<file path="src/rtl/sn74ls161_counter_pkg.sv">
// Shared definitions for the 74LS161-style presettable counter.
//   LS161_DEFAULT_WIDTH : width of the real chip (4 bits)
//   all_ones(width)     : mask with the low 'width' bits set (width 1..16),
//                         used for the terminal-count compare behind RCO
package ls_counter_pkg;

  localparam int LS161_DEFAULT_WIDTH = 4;

  function automatic logic [15:0] all_ones(input int width);
    logic [16:0] mask;
    // 17-bit intermediate so width == 16 still yields 16'hFFFF
    mask = (17'd1 << width) - 17'd1;
    return mask[15:0];
  endfunction

endpackage

</file>
<file path="src/rtl/sn74ls161_counter_if.sv">
// Data/control bundle of one counter stage.
//   in_LOAD_n : sync active-low parallel load
//   in_ENP    : count enable P
//   in_ENT    : count enable T, also gates RCO
//   in_D      : parallel load data (bit0 = chip A)
//   out_Q     : counter state (bit0 = chip QA)
//   out_RCO   : ripple carry out
// master = whoever drives the controls, slave = the counter itself.
interface sn74ls161_counter_if
  import ls_counter_pkg::*;
#(
  parameter int WIDTH = LS161_DEFAULT_WIDTH
) ();

  logic             in_LOAD_n;
  logic             in_ENP;
  logic             in_ENT;
  logic [WIDTH-1:0] in_D;
  logic [WIDTH-1:0] out_Q;
  logic             out_RCO;

  modport master (
    output in_LOAD_n, in_ENP, in_ENT, in_D,
    input  out_Q, out_RCO
  );

  modport slave (
    input  in_LOAD_n, in_ENP, in_ENT, in_D,
    output out_Q, out_RCO
  );

endinterface

</file>
<file path="src/rtl/sn74ls161_counter_bit_stage.sv">
// One bit of the counter: a flop with async clear, a load mux and a toggle
// input, matching the chip's internal JK/toggle chain.
//   clk      : rising-edge clock
//   rst_n    : async active-low clear
//   load_n_i : sync active-low load (overrides toggle)
//   d_i      : load data for this bit
//   toggle_i : invert this bit at the next edge (enables AND lower bits all 1)
//   q_o      : bit state
module ls161_bit_stage (
  input  logic clk,
  input  logic rst_n,
  input  logic load_n_i,
  input  logic d_i,
  input  logic toggle_i,
  output logic q_o
);

  logic q_q;
  logic q_d;

  always_comb begin
    q_d = q_q;
    if (!load_n_i) begin
      q_d = d_i;
    end else if (toggle_i) begin
      q_d = ~q_q;
    end
  end

  always_ff @(posedge clk or negedge rst_n) begin
    if (!rst_n) begin
      q_q <= 1'b0;
    end else begin
      q_q <= q_d;
    end
  end

  assign q_o = q_q;

endmodule

</file>
<file path="src/rtl/sn74ls161_counter.sv">
// 74LS161-style synchronous presettable binary counter.
//   clk   : rising-edge clock
//   rst_n : async active-low clear
//   bus   : slave side of sn74ls161_counter_if (LOAD_n, ENP, ENT, D in;
//           Q, RCO out)
// Priority at an edge: load, then count (ENP & ENT), else hold.
// RCO = ENT & (Q == all ones), purely combinational so stages cascade by
// wiring RCO into the next stage's ENT.
module sn74ls161_counter
  import ls_counter_pkg::*;
#(
  parameter int WIDTH = LS161_DEFAULT_WIDTH
) (
  input  logic                clk,
  input  logic                rst_n,
  sn74ls161_counter_if.slave  bus
);

  localparam logic [WIDTH-1:0] ONES = WIDTH'(all_ones(WIDTH));

  logic [WIDTH-1:0] q_vec;
  // low_ones[i] is high when every bit below i is 1 (bit 0 has none below)
  logic [WIDTH-1:0] low_ones;
  logic             count_en;

  assign count_en    = bus.in_ENP & bus.in_ENT;
  assign low_ones[0] = 1'b1;

  genvar gi;
  generate
    for (gi = 1; gi < WIDTH; gi++) begin : g_chain
      assign low_ones[gi] = low_ones[gi-1] & q_vec[gi-1];
    end

    for (gi = 0; gi < WIDTH; gi++) begin : g_bit
      ls161_bit_stage u_bit (
        .clk      (clk),
        .rst_n    (rst_n),
        .load_n_i (bus.in_LOAD_n),
        .d_i      (bus.in_D[gi]),
        .toggle_i (count_en & low_ones[gi]),
        .q_o      (q_vec[gi])
      );
    end
  endgenerate

  assign bus.out_Q   = q_vec;
  // ENP and LOAD_n deliberately play no part in the carry output
  assign bus.out_RCO = bus.in_ENT & (q_vec == ONES);

endmodule

</file>
<file path="src/flat_wrapper.sv">
// flat-port wrapper written by rule: the top's interface ports become plain ports
module sn74ls161_counter_flat import ls_counter_pkg::*;
#(
  parameter int WIDTH = LS161_DEFAULT_WIDTH
)
  (clk, rst_n, bus_in_LOAD_n, bus_in_ENP, bus_in_ENT, bus_in_D, bus_out_Q, bus_out_RCO);
  sn74ls161_counter_if #(.WIDTH(WIDTH)) bus_i ();
  input  logic clk;
  input  logic rst_n;
  input wire logic [$bits(bus_i.in_LOAD_n)-1:0] bus_in_LOAD_n;
  input wire logic [$bits(bus_i.in_ENP)-1:0] bus_in_ENP;
  input wire logic [$bits(bus_i.in_ENT)-1:0] bus_in_ENT;
  input wire logic [$bits(bus_i.in_D)-1:0] bus_in_D;
  output wire logic [$bits(bus_i.out_Q)-1:0] bus_out_Q;
  output wire logic [$bits(bus_i.out_RCO)-1:0] bus_out_RCO;
  assign bus_i.in_LOAD_n = bus_in_LOAD_n;
  assign bus_i.in_ENP = bus_in_ENP;
  assign bus_i.in_ENT = bus_in_ENT;
  assign bus_i.in_D = bus_in_D;
  assign bus_out_Q = bus_i.out_Q;
  assign bus_out_RCO = bus_i.out_RCO;
  sn74ls161_counter #(.WIDTH(WIDTH)) u_core (.clk(clk), .rst_n(rst_n), .bus(bus_i));
endmodule
</file>
<file path="config.mk">
export PLATFORM = sky130hd
export DESIGN_NAME = sn74ls161_counter_flat
export DESIGN_NICKNAME = d
export VERILOG_FILES = /design/src/rtl/sn74ls161_counter_pkg.sv /design/src/rtl/sn74ls161_counter_if.sv /design/src/rtl/sn74ls161_counter_bit_stage.sv /design/src/rtl/sn74ls161_counter.sv /design/src/flat_wrapper.sv
export SDC_FILE = /design/constraint.sdc
export NUM_CORES = 1
export LEC_CHECK = 0
export CAP_MARGIN = 20
export CORE_AREA = 10 10 47 49
export CTS_BUF_LIST = sky130_fd_sc_hd__clkbuf_4 sky130_fd_sc_hd__clkbuf_8
export CTS_CLUSTER_SIZE = 16
export DETAILED_ROUTE_END_ITERATION = 7
export DIE_AREA = 0 0 57 59
export PLACE_DENSITY_LB_ADDON = 0.05
export SLEW_MARGIN = 20
export SYNTH_ARGS = -nofsm -noshare
export SYNTH_HDL_FRONTEND = slang
export SYNTH_SLANG_ARGS = --single-unit
</file>
<file path="constraint.sdc">
create_clock -name clk -period 1.1 [get_ports clk]
set_input_delay 0.22 -clock clk [delete_from_list [all_inputs] [get_ports clk]]
set_output_delay 0.22 -clock clk [all_outputs]
set_load 0.01 [all_outputs]
</file>
; Word level (Yosys, flattened, before mapping)
; Index checks and enable logic that the tools add are counted.
[totals]
ff_bits = 4
inputBits = 9
output_inout_bits = 5
word_cells = 28
[classes]
n_eq_ne = 5
muxes = 8
bitwise = 11
[ops]
columns = operator, count
row1 = $mux 1, 8
row2 = $ne 2x1->1 const B, 4
row3 = $and 1x1->1, 7
row4 = $eq 4x4->1 const B, 1
row5 = $not 1->1, 4

; Depth between registers and ports, before layout
; Gate-level depths: netlist of the first run.
[depth]
ltp_word = 5
depth_mapped = 3

; Modules after synthesis
; From an unflattened synthesis of the first run, not the netlist that was laid out.
[unflattened]
hier_cells = 23
area_unflattened_um2 = 210.2
[by_module_without_submodules]
columns = mod, n_inst, cells_each, area_each_um2, seq_area_each_um2
row1 = ls161_bit_stage, 4, 4, 42.5, 25.0
row2 = sn74ls161_counter, 1, 7, 40.0, 0.0

; Worst setup path after synthesis of the first run
; Ideal clock, no wire load.
[synth_timing]
path_type = reg2reg
start = register u_core.g_bit[0].u_bit.q_q
end = register u_core.g_bit[3].u_bit.q_q
setup_ns = 0.082
arrival_ns = 0.962
required_time_ns = 1.018
slack_ns = 0.056
path_stages_with_launch = 4
n_path_buf = 0
synth_period_minus_slack_ns = 1.044
cell_sequence = dfrtp_1 nand3_2 or3_1 a31oi_1
[synth_via]
elab_chain_cells = 4
[synth_rtl]
columns = element, line_no
row1 = "start, declared", sn74ls161_counter_bit_stage.sv:18  ; logic q_q;
row2 = "start signal, assigned", sn74ls161_counter_bit_stage.sv:34  ; q_q <= q_d;
row3 = $and 1x1->1 (2 in a row), sn74ls161_counter.sv:32  ; assign low_ones[gi] = low_ones[gi-1] & q_vec[gi-1];
row4 = $and 1x1->1, sn74ls161_counter.sv:41  ; .toggle_i (count_en & low_ones[gi]),
row5 = $ne 2x1->1 (no line), n/a
row6 = "end signal, assigned", sn74ls161_counter_bit_stage.sv:34
row7 = "end, declared", sn74ls161_counter_bit_stage.sv:18
; No other way between the ends.
; A chain may end at the register's enable or synchronous reset.

; Worst setup path after layout of the first run
[layout_timing]
start = register u_core.g_bit[2].u_bit.q_q
end = output port bus_out_Q[2]
[layout_rtl]
columns = element, line_no
row1 = "start, declared", sn74ls161_counter_bit_stage.sv:18
row2 = "start signal, assigned", sn74ls161_counter_bit_stage.sv:34
row3 = "end, declared", flat_wrapper.sv:14  ; output wire logic [$bits(bus_i.out_Q)-1:0] bus_out_Q;
; No word-level cell between the ends.

==> results of run 1 <==
-- layout make-up --
type	count	area share (%)
timing repair buffer	22	43.30
multi-input combinational	19	24.86
clock buffer	3	5.028
sequential	4	22.35
tap	16	4.469
-- placed cells by master (no fill, tap or decap) --
cell type and count:
o21ai_0 1, nor2_1 5, a31oi_1 1, clkdlybuf4s50_1 6, buf_6 4, clkbuf_2 1
a21oi_1 3, nand3_1 1, dlygate4sd2_1 1, buf_2 2, nand3_2 1, dlymetal6s2s_1 1
buf_4 7, xor2_1 3, nand2_1 2, clkbuf_4 3, dfrtp_1 4, nand4_1 1
or3_4 1
-- how the worst min path moves through the flow --
stage,start,to,slack (ns),cells past startpoint
after floorplan,rst_n,u_core.g_bit[0].u_bit.q_o,-0.08,0
after detailed placement,rst_n,u_core.g_bit[1].u_bit.q_o,0.44,1
after CTS,rst_n,u_core.g_bit[1].u_bit.q_o,0.19,1
final,rst_n,u_core.g_bit[1].u_bit.q_o,0.19,1
after global routing,rst_n,u_core.g_bit[1].u_bit.q_o,0.20,1
after global placement,rst_n,u_core.g_bit[2].u_bit.q_o,0.44,1
-- where the power goes --
| part | switching, mW | internal (mW) |
|---|---|---|
| Combinational | 0.0732 | 0.111 |
| Clock | 0.0563 | 0.122 |
| Sequential | 0.0125 | 0.166 |
-- layer usage --
metal | up-vias | track usage [%] | routed length [um]
li1 | 130 | - | -
met1 | 111 | 4.291 | 343
met2 | 12 | 6.047 | 288
met3 | 0 | 2.575 | 78
met4 | 0 | 3.020 | 0
met5 | - | 0 | 0
-- timing repair --
action                                  in CTS  in global routing
endpoints found under the setup margin       7                  8
gates resized for setup                     22                  4
hold buffers                                 0                  0
pin swaps                                    3                  4
setup buffers                                0                  1
-- cells by family after synthesis --
kind of cell              count (synthesis)  share of synthesized area, %
AOI/OAI and AO/OA                         5                         10.94
xor gates and xnor gates                  3                         10.94
buffers and inverters                     5                         14.06
DFF                                       4                         41.67
and+or+nand+nor                          11                         22.40
-- metrics by stage --
stage	util (%)	hold WS [ns]	instance area, um2	cells
6_report	31.96	0.1904	447.9	64
5_1_grt	31.96	0.2031	447.9	64
4_1_cts	30.98	0.1915	434.2	63
3_5_place_dp	29.73	0.4424	416.7	60
3_3_place_gp	29.73	0.4374	416.7	60
2_1_floorplan	-	-0.07559	240.2	28
==> flow_summary_export.csv, run 1 <==
group,metric,value,unit
die,die_h,59,um
outcome,outcome,"complete, but fails checks",
synthesis,synth.top_cell.area_share,41.67,%
route,vias,253,
synthesis,synth.most_common_cell,"nor2_1",
power,ir_drop,0.0005091,V
setup_path,r2r_cells,4,
timing,period_needed,1.190,ns
setup_path,regToRegEndpoint,"u_core.g_bit[3].u_bit.q_o",
die,die_x,57,um
synthesis,netlist_top_cells_count,"nor2_1, buf_4, dfrtp_1, a21oi_1, xor2_1",
setup_path,cp.required,0.88,ns
synthesis,ys.warnings.count,0,
clock_tree,htreeDepth,1,
synthesis,ys.flop_type,"dfrtp_1",
timing,setup_viol,4,
global_routing,grt_pass1_wl,1083,um
final_layout,regArea,100.1,um2
place,gp_congestion,0.7013,
setup_path,endpoint,"bus_out_Q[2]",
setup_path,cp.arrival,0.97,ns
min_path,min_path_type,"input port to asynchronous set/reset pin",
route,vias_per_cell,3.953,
global_routing,grt_max_degree,9,
final_layout,drive_gt1_share,39.58,%
final_layout,largest_reg_flops,4,
timing,setup_tns,-0.2225,ns
setup_path,crit_type,"register to output pin",
global_routing,antenna_found_initial,0,
setup_path,timing.critical_path.buf_inv,3,
synthesis,yosys-top-cells-area,"dfrtp_1, buf_4, xor2_1",
global_routing,grt_pass1_vias,282,
route,drcViolationCount,0,
synthesis,synth-edff-count,0,
clock_tree,clockRootBuffer,"clkbuf_4",
setup_path,crit_slowest_cell,"dfrtp_1",
synthesis,async_flop_share,100.0,%
synthesis,netlist_area,240.2,um2
clock_tree,cts_buffer_depth,2,
global_routing,grt_usage,4.154,%
final_layout,num-fill-cells,169,
final_layout,syn2layout_area_growth,86.46,%
die,start_util,17.14,%
setup_path,reg2reg_setup_slack,-0.08,ns
route,first_iter_violations,0,
synthesis,synth_nets,37,
clock_tree,cts_made_buffers,3,
die,ios,14,
synthesis,yosys.area.top_type,"dfrtp_1",
timing,rsz0062_at_grt,"yes",
job,max_cap_viol_count,0,
die,die_area,3363,um2
timing,slew_headroom,83.40,%
setup_path,crit_top_cell,"buf_6",
global_routing,overflow,0,
power,p_total,0.5408,mW
setup_path,end_kind,"output pin",
timing,max_slew.worst_pin.slew,0.2483,ns
route,drtPass1Iterations,1,
setup_path,cp_max_fo,2,
place,port_buffers,13,
synthesis,synth.distinct_cells,13,
final_layout,diodes,0,
setup_path,path_delay_family,"flip-flops",
route,totalWireLength,710,um
clock_tree,clock_sinks,4,
setup_path,cp-startpoint,"u_core.g_bit[2].u_bit.q_o",
timing,fin_crit_sh,108.2,%
final_layout,multi_input_area,111.4,um2
timing,max_freq,840.2,MHz
timing,drv_slew,0,
synthesis,synthCells,28,
final_layout,nNetsFinal,59,
place,hpwl,593.1,um
timing,fin_skew,0.003189,ns
outcome,violations,"negative setup slack",
clock_tree,clk_latency,0.23,ns
timing,fin_ws,-0.09019,ns
synthesis,ys_ff_latch,4,
power,p_per_area,1207,nW/um2
die,core_area,1401,um2
setup_path,cp_cell_sequence,"buf_4, buf_6, buf_6",
clock_tree,cts_tree,"yes",
clock_tree,path_clk_slew,0.04,ns
synthesis,synth.avg_cell_area,8.580,um2
route,post_drt_wl_per_cell,11.09,um
synthesis,yosysSeqAreaShare,41.67,%
setup_path,cp.depth,3,
setup_path,r2r-start,"u_core.g_bit[1].u_bit.q_o",
timing,final_hold_viol_count,0,
setup_path,cp_slowest_stage_delay,0.38,ns
die,rows,14,
place,preCtsSetupSlack,-0.5123,ns
setup_path,worstSetupStartpointType,"register",
power,p_leak,0.2075,nW
route,ant_nets,0,
Note: power is estimated with default switching activity, not from simulation.
==> run 2, diff against run 1 <==
Settings changed: CORE_AREA 10 10 47 49 to 3 3 40 42, DIE_AREA 0 0 57 59 to 0 0 43 45.
Clock period 1.1 ns to 1.5 ns, I/O delays scaled along.
==> flow_summary_export.csv, run 2 (synthesis results as in run 1) <==
group,metric,value,unit
final_layout,syn2layout_area_growth,67.71,%
route,wl_met3,82,um
route,post_drt_wl_per_cell,9.776,um
route,vias_per_cell,4.224,
place,gp_congestion,0.6264,
job,max_cap_viol_count,0,
die,ios,14,
final_layout,largest_reg_flops,4,
setup_path,cp_cell_sequence,"clkdlybuf4s50_1",
final_layout,post-route-util,31.35,%
clock_tree,cts_tree,"yes",
route,ant_nets,0,
setup_path,worstSetupStartpointType,"register",
setup_path,regToRegEndpoint,"u_core.g_bit[3].u_bit.q_o",
route,wl_met1,256,um
global_routing,grt_pass1_vias,222,
clock_tree,path_clk_slew,0.04,ns
setup_path,crit_type,"register to output pin",
timing,drv_slew,0,
timing,setup_viol,0,
setup_path,timing.critical_path.buf_inv,1,
timing,max_slew.worst_pin.slew,0.2583,ns
outcome,outcome,"finished clean",
die,rows,13,
place,hpwl,445.4,um
clock_tree,clk_latency,0.24,ns
final_layout,drive_gt1_share,20.93,%
global_routing,antenna_found_initial,0,
setup_path,crit_slowest_cell,"clkdlybuf4s50_1",
route,first_iter_violations,2,
clock_tree,htreeDepth,1,
clock_tree,cts_buffer_depth,2,
power,p_leak,0.1738,nW
final_layout,nNetsFinal,54,
timing,timing.hold.ws,0.2682,ns
die,start_util,18.70,%
timing,max_freq,684.5,MHz
setup_path,end_kind,"output pin",
setup_path,cp_max_fo,4,
route,highest_layer,"met4",
timing,fin_crit_sh,97.39,%
global_routing,grt_pass1_wl,855,um
power,p_per_area,926.2,nW/um2
setup_path,r2r-start,"u_core.g_bit[2].u_bit.q_o",
route,routed-wl-met2,213,um
timing,setup_tns,0,ns
route,drcViolationCount,0,
die,die_area,1935,um2
clock_tree,cts_made_buffers,3,
setup_path,reg2reg_setup_slack,0.42,ns
setup_path,cp.arrival,1.16,ns
setup_path,path_delay_family,"buffers and inverters",
die,die_h,45,um
global_routing,grt_max_degree,9,
timing,period_needed,1.461,ns
min_path,min_path_type,"input port to asynchronous set/reset pin",
timing,slew_headroom,82.73,%
final_layout,diodes,0,
clock_tree,clock_sinks,4,
setup_path,cp.required,1.20,ns
die,core_area,1285,um2
power,ir_drop,0.0003157,V
setup_path,cp_slowest_stage_delay,0.55,ns
clock_tree,clockRootBuffer,"clkbuf_4",
global_routing,grt_usage,6.689,%
die,die_x,43,um
final_layout,layout_common_cells,"clkdlybuf4s50_1, nor2_1, buf_4, dfrtp_1",
route,totalWireLength,567,um
timing,final_hold_viol_count,0,
timing,fin_skew,0.006729,ns
timing,rsz0062_at_grt,"no",
route,vias,245,
global_routing,overflow,0,
route,drtPass1Iterations,4,
setup_path,r2r_cells,3,
final_layout,final_common_cell,"clkdlybuf4s50_1",
place,port_buffers,13,
## run 2: what timing repair did
item	CTS	global route
buffers inserted	0	0
hold buffers	0	0
endpoints found under the setup margin	3	2
gates resized for setup	3	3
## run 2: metal layers
metal / track usage (%) / up-vias
li1: - / 122
met1: 6.585 / 107
met2: 8.982 / 14
met3: 5.578 / 2
met4: 5.422 / 0
met5: 0 / -
## run 2: worst max path at each step
stage	cells after the start	start	endpoint
floorplan	3	u_core.g_bit[0].u_bit.q_o	u_core.g_bit[3].u_bit.q_o
global placement	4	bus_in_ENT	bus_out_RCO
detailed placement	4	bus_in_ENT	bus_out_RCO
CTS	4	bus_in_ENT	bus_out_RCO
global route	1	u_core.g_bit[3].u_bit.q_o	bus_out_Q[3]
finish	1	u_core.g_bit[3].u_bit.q_o	bus_out_Q[3]
## run 2: final cells by class
| cell class | count | area, um2 |
|---|---|---|
| clock buffer | 3 | 22.52 |
| fill | 145 | 882.1 |
| multi-input combinational | 19 | 106.4 |
| sequential | 4 | 100.1 |
| tap | 15 | 18.77 |
| timing repair buffer | 17 | 155.1 |
## run 2: stage by stage
| step | setup WS [ns] | power (mW) | cell area (um2) | instances |
|---|---|---|---|---|
| final | 0.03915 | 0.3732 | 402.9 | 58 |
| after floorplan | 0.4556 | 0.1906 | 240.2 | 28 |
| after detailed placement | -0.2558 | 0.2472 | 385.4 | 55 |
| after global placement | -0.2374 | 0.2471 | 385.4 | 55 |
| after CTS | 0.01353 | 0.3817 | 404.1 | 58 |
| after global routing | 0.003562 | 0.3993 | 402.9 | 58 |
## run 2: where the power goes
part / switching, mW / total [mW] / internal, mW / leakage, nW
registers: 0.0101 / 0.131 / 0.121 / 0.0448
clock network: 0.0459 / 0.135 / 0.0896 / 0.0138
logic: 0.0447 / 0.106 / 0.0616 / 0.115
